[src/rtl/rom_read_arbiter.sv]
// rom_read_arbiter: two-port read arbiter in front of a fixed-latency ROM.
// Port 0 wins by default; port 1 is forced through after STARVE_MAX refused cycles.
module rom_read_arbiter #(
  parameter int ADDR_W     = 17,
  parameter int DATA_W     = 12,
  parameter int ROM_LAT    = 1,
  parameter int STARVE_MAX = 15
) (
  input  logic              clk,
  input  logic              rst_n,
  input  logic              req0,
  input  logic [ADDR_W-1:0] addr0,
  output logic              gnt0,
  output logic              rvalid0,
  input  logic              req1,
  input  logic [ADDR_W-1:0] addr1,
  output logic              gnt1,
  output logic              rvalid1,
  output logic [DATA_W-1:0] rdata,
  output logic [ADDR_W-1:0] rom_addr,
  input  logic [DATA_W-1:0] rom_data
);

  localparam logic [7:0] STARVE_LIM = 8'(STARVE_MAX);

  logic [7:0]        starve_q, starve_d;
  logic [ADDR_W-1:0] rom_addr_q, rom_addr_d;
  logic [ROM_LAT:0]  tag_v_q, tag_v_d;
  logic [ROM_LAT:0]  tag_p_q, tag_p_d;
  logic              gnt0_s, gnt1_s;

  // Grant decode plus next-state for address, starvation counter and response tags
  always_comb begin
    gnt0_s     = 1'b0;
    gnt1_s     = 1'b0;
    rom_addr_d = rom_addr_q;
    starve_d   = 8'd0;
    if (!rst_n) begin
      gnt0_s = 1'b0;
      gnt1_s = 1'b0;
    end else begin
      gnt1_s = req1 & (~req0 | (starve_q == STARVE_LIM));
      gnt0_s = req0 & ~gnt1_s;
    end

    if (gnt1_s) begin
      rom_addr_d = addr1;
    end else if (gnt0_s) begin
      rom_addr_d = addr0;
    end else begin
      rom_addr_d = rom_addr_q;
    end

    if (req1 && !gnt1_s) begin
      if (starve_q == STARVE_LIM) begin
        starve_d = starve_q;
      end else begin
        starve_d = starve_q + 8'd1;
      end
    end else begin
      starve_d = 8'd0;
    end

    // Tag enters at the grant edge and reaches the top slot when ROM data is valid
    tag_v_d = {tag_v_q[ROM_LAT-1:0], gnt0_s | gnt1_s};
    tag_p_d = {tag_p_q[ROM_LAT-1:0], gnt1_s};
  end

  // State registers with synchronous reset; in-flight tags are dropped on reset
  always_ff @(posedge clk) begin
    if (!rst_n) begin
      starve_q   <= 8'd0;
      rom_addr_q <= '0;
      tag_v_q    <= '0;
      tag_p_q    <= '0;
    end else begin
      starve_q   <= starve_d;
      rom_addr_q <= rom_addr_d;
      tag_v_q    <= tag_v_d;
      tag_p_q    <= tag_p_d;
    end
  end

  assign gnt0     = gnt0_s;
  assign gnt1     = gnt1_s;
  assign rom_addr = rom_addr_q;
  assign rvalid0  = rst_n & tag_v_q[ROM_LAT] & ~tag_p_q[ROM_LAT];
  assign rvalid1  = rst_n & tag_v_q[ROM_LAT] & tag_p_q[ROM_LAT];
  assign rdata    = rom_data;

endmodule

[config.mk]
export PLATFORM = sky130hd
export DESIGN_NAME = rom_read_arbiter
export DESIGN_NICKNAME = d
export VERILOG_FILES = /design/src/rtl/rom_read_arbiter.sv
export SDC_FILE = /design/constraint.sdc
export NUM_CORES = 1
export LEC_CHECK = 0
export ABC_AREA = 1
export BUFFER_PORTS_ARGS = -buffer_cell sky130_fd_sc_hd__buf_2
export CORE_MARGIN = 8
export CORE_UTILIZATION = 45
export DETAILED_ROUTE_END_ITERATION = 8
export GPL_TIMING_DRIVEN = 0
export PLACE_DENSITY = 0.81
export SETUP_SLACK_MARGIN = 0.02
export SYNTH_ARGS = -nofsm -noshare
export SYNTH_HDL_FRONTEND = slang
export SYNTH_SLANG_ARGS = --single-unit
[constraint.sdc]
create_clock -name clk -period 2.2 [get_ports clk]
set_input_delay 0 -clock clk [delete_from_list [all_inputs] [get_ports clk]]
set_output_delay 0 -clock clk [all_outputs]
set_load 0.005 [all_outputs]
==> run_results.csv <==
group,metric,value,unit
timing,tns,0,ns
worst_setup_path,startpoint_type,"flop",
timing,period_minus_slack,1.866,ns
worst_setup_path,slowest_stage,"dfxtp_1",
timing,finalHoldViolCount,0,
clock_tree,cts_buffers,5,
worst_setup_path,reg2reg_from,"starve_q[1]",
floorplan,initial_core_util,45.87,%
floorplan,core,3284,um^2
place,portBuffers,70,
floorplan,dieArea,5455,um^2
global_routing,grt_pass1_wl,6865,um
clock_tree,clk_path_buf_depth,2,
synth,yosysWarnings,0,
cells_and_area,nets,361,
route,dr.pass1.iters,4,
clock_tree,cts.sinks,29,
clock_tree,cts_resized,0,
min_path,hold_class,"input pin to flop",
worst_setup_path,cp_cell_sequence,"ha_1 -> nand3_2 -> o21bai_4 -> buf_4 -> nand2_1 -> inv_1 -> buf_2",
timing,max_freq,536.0,MHz
worst_setup_path,critPathRequiredTime,2.20,ns
global_routing,grt_max_degree,11,
cells_and_area,postLayoutCoreUtil,63.16,%
worst_setup_path,worst-path-max-fanout,10,
cells_and_area,area_growth,37.71,%
clock_tree,cts_tree,"done",
floorplan,io_pins,83,
worst_setup_path,reg2reg_slack,0.56,ns
synth,synth_nets,275,
worst_setup_path,cp.arrival,1.87,ns
floorplan,die_x,73.86,um
synth,yosys_register_bits,29,
worst_setup_path,startpoint,"starve_q[1]",
route,dr_total_vias,1675,
synth,synth_area,1506,um^2
place,hpwl,3079,um
synth,synthCells,224,
cells_and_area,num_antenna_cells,0,
place,place_ws,0.5818,ns
route,detail-route-antenna-nets,0,
clock_tree,clk_latency,0.33,ns
global_routing,grt_usage,15.91,%
global_routing,grt_pass1_vias,1637,
worst_setup_path,critical_path.max_stage_delay,0.38,ns
timing,slew_headroom,72.30,%
cells_and_area,drive_gt1_share,31.19,%
worst_setup_path,crit_type,"flop to primary output",
route,wl_per_cell,11.78,um
power_and_ir_drop,clkPwrFrac,31.4,%
flow_run,maxCapViolCount,0,
route,remaining_drc_errors,0,
route,wl,4207,um
cells_and_area,layout_commonest_cell,"buf_2",
power_and_ir_drop,p_switching,0.0003151,W
power_and_ir_drop,pwr-share-comb,20.0,%
timing,max_slew.worst_pin.slew,0.4155,ns
route,avgViaCountPerCell,4.692,
clock_tree,postCtsSetupRepairBufs,0,
timing,drv_slew,0,
clock_tree,clk_pin_slew_worst_paths,0.09,ns
place,gp_congestion,0.7692,
timing,setup_slack,0.3344,ns
power_and_ir_drop,switching_share,26.82,%
timing,rsz0062_at_grt,"no",
power_and_ir_drop,max-vdd-ir-drop,468.9,uV
timing,fin_crit_sh,84.80,%
floorplan,die_h,73.86,um
worst_setup_path,cp-end-kind,"primary output",
floorplan,std_cell_rows,21,
outcome,status,"finished clean",
clock_tree,cts_root_buf,"clkbuf_4",
timing,setup_viol_count_final,0,
global_routing,antenna_found_initial,0,
clock_tree,htreeDepth,2,
power_and_ir_drop,power.leakage,1.090,nW
synth,seq_area_frac_synth,38.54,%
route,drt_iter0_markers,84,
synth,synth.avg_cell_area,6.725,um^2
power_and_ir_drop,power_frac_seq,48.6,%
min_path,min_from,"addr1[16]",
cells_and_area,final_cell_mix,"buf_2, nor2_1, nand2_1, dfxtp_1, inv_1",
synth,ys_types,19,
power_and_ir_drop,p_per_area,566.4,nW/um^2
timing,final.setup_skew,0.01009,ns
power_and_ir_drop,intPower,0.0008599,W
clock_tree,postCtsHoldBufs,9,
global_routing,overflow,0,
==> final timing paths <==
check                 end  depth (start not counted)
max                  gnt1                          7
min          rom_addr[16]                          5
min reg2reg    tag_v_q[1]                          2
max reg2reg   rom_addr[8]                          7
==> per-stage QoR <==
stage | hold WS, ns | instances | area, um^2 | power, W
after floorplan | 0.05545 | 224 | 1506 | 0.0007053
after global placement | 0.1696 | 340 | 1914 | 0.0008018
after detailed placement | 0.1702 | 340 | 1914 | 0.0008058
after CTS | 0.00002032 | 357 | 2074 | 0.001184
after global routing | 0.0003129 | 357 | 2074 | 0.001243
final | 0.005639 | 357 | 2074 | 0.001175
==> Yosys cell counts <==
cell      count  area share [%]
nor2_1       46              11
nand2_1      30             7.5
dfxtp_1      29              39
inv_1        27             6.7
a21oi_1      21             7.0
nand3_1      19             6.3
o21ai_0      19             6.3
buf_4        13             6.5
clkbuf_1      6             1.5
buf_2         2            0.66
buf_6         2             1.5
nand4_1       2            0.83
xor2_1        2             1.2
clkinv_1      1            0.25
ha_1          1            0.83
nand3_2       1            0.66
nor3b_1       1            0.50
o21bai_4      1             1.2
xnor2_1       1            0.58
==> logic make-up after synthesis <==
kind of cell | count (synthesis) | share of synthesized area [%]
simple gates | 99 | 27.24
compound gates | 41 | 14.53
flops | 29 | 38.54
fa+ha+maj | 1 | 0.8304
xor+xnor | 3 | 1.745
buf+inv | 51 | 17.11
==> state kept, by name, summed over array words and instances, names as in the netlist <==
name,count
tag_v_q,2
rom_addr,17
tag_p_q,2
starve_q,8
==> critical path: cells and delay by family (launching register included) <==
| kind | cells | cell delay, ns |
|---|---|---|
| buffers and inverters | 3 | 0.39 |
| AND/OR/NAND/NOR | 2 | 0.23 |
| AO/OA/AOI/OAI | 1 | 0.30 |
| adder cells (fa/ha/maj) | 1 | 0.24 |
| flip-flops | 1 | 0.38 |
==> power groups by stage <==
stage	registers, W	logic [W]	clock network, W
floorplan	0.000585	0.000121	0
global route	0.000576	0.000266	0.000402
detailed placement	0.000582	0.000224	0
CTS	0.000571	0.000237	0.000376
global placement	0.000582	0.000220	0
finish	0.000571	0.000235	0.000369
==> routing by layer <==
metal  GRT usage, %  wire length, um  part of all wire [%]  up-vias
met2          28.35             2136                    51       51
li1               -                -                     -      866
met4          4.213               55                   1.3        0
met5              0                0                     0        -
met1          16.90             1701                    40      752
met3          6.139              313                   7.4        6
==> layout make-up <==
| type | instances | area [um^2] |
|---|---|---|
| Inverter | 28 | 105.1 |
| Clock buffer | 7 | 65.06 |
| Sequential cell | 29 | 580.6 |
| Tap cell | 46 | 57.56 |
| Buffer | 23 | 152.6 |
| Multi-Input combinational cell | 144 | 668.1 |
| Fill cell | 317 | 1210 |
| Clock inverter | 1 | 5.005 |
| Timing Repair Buffer | 79 | 440.4 |
(Power assumes the default switching activity.)
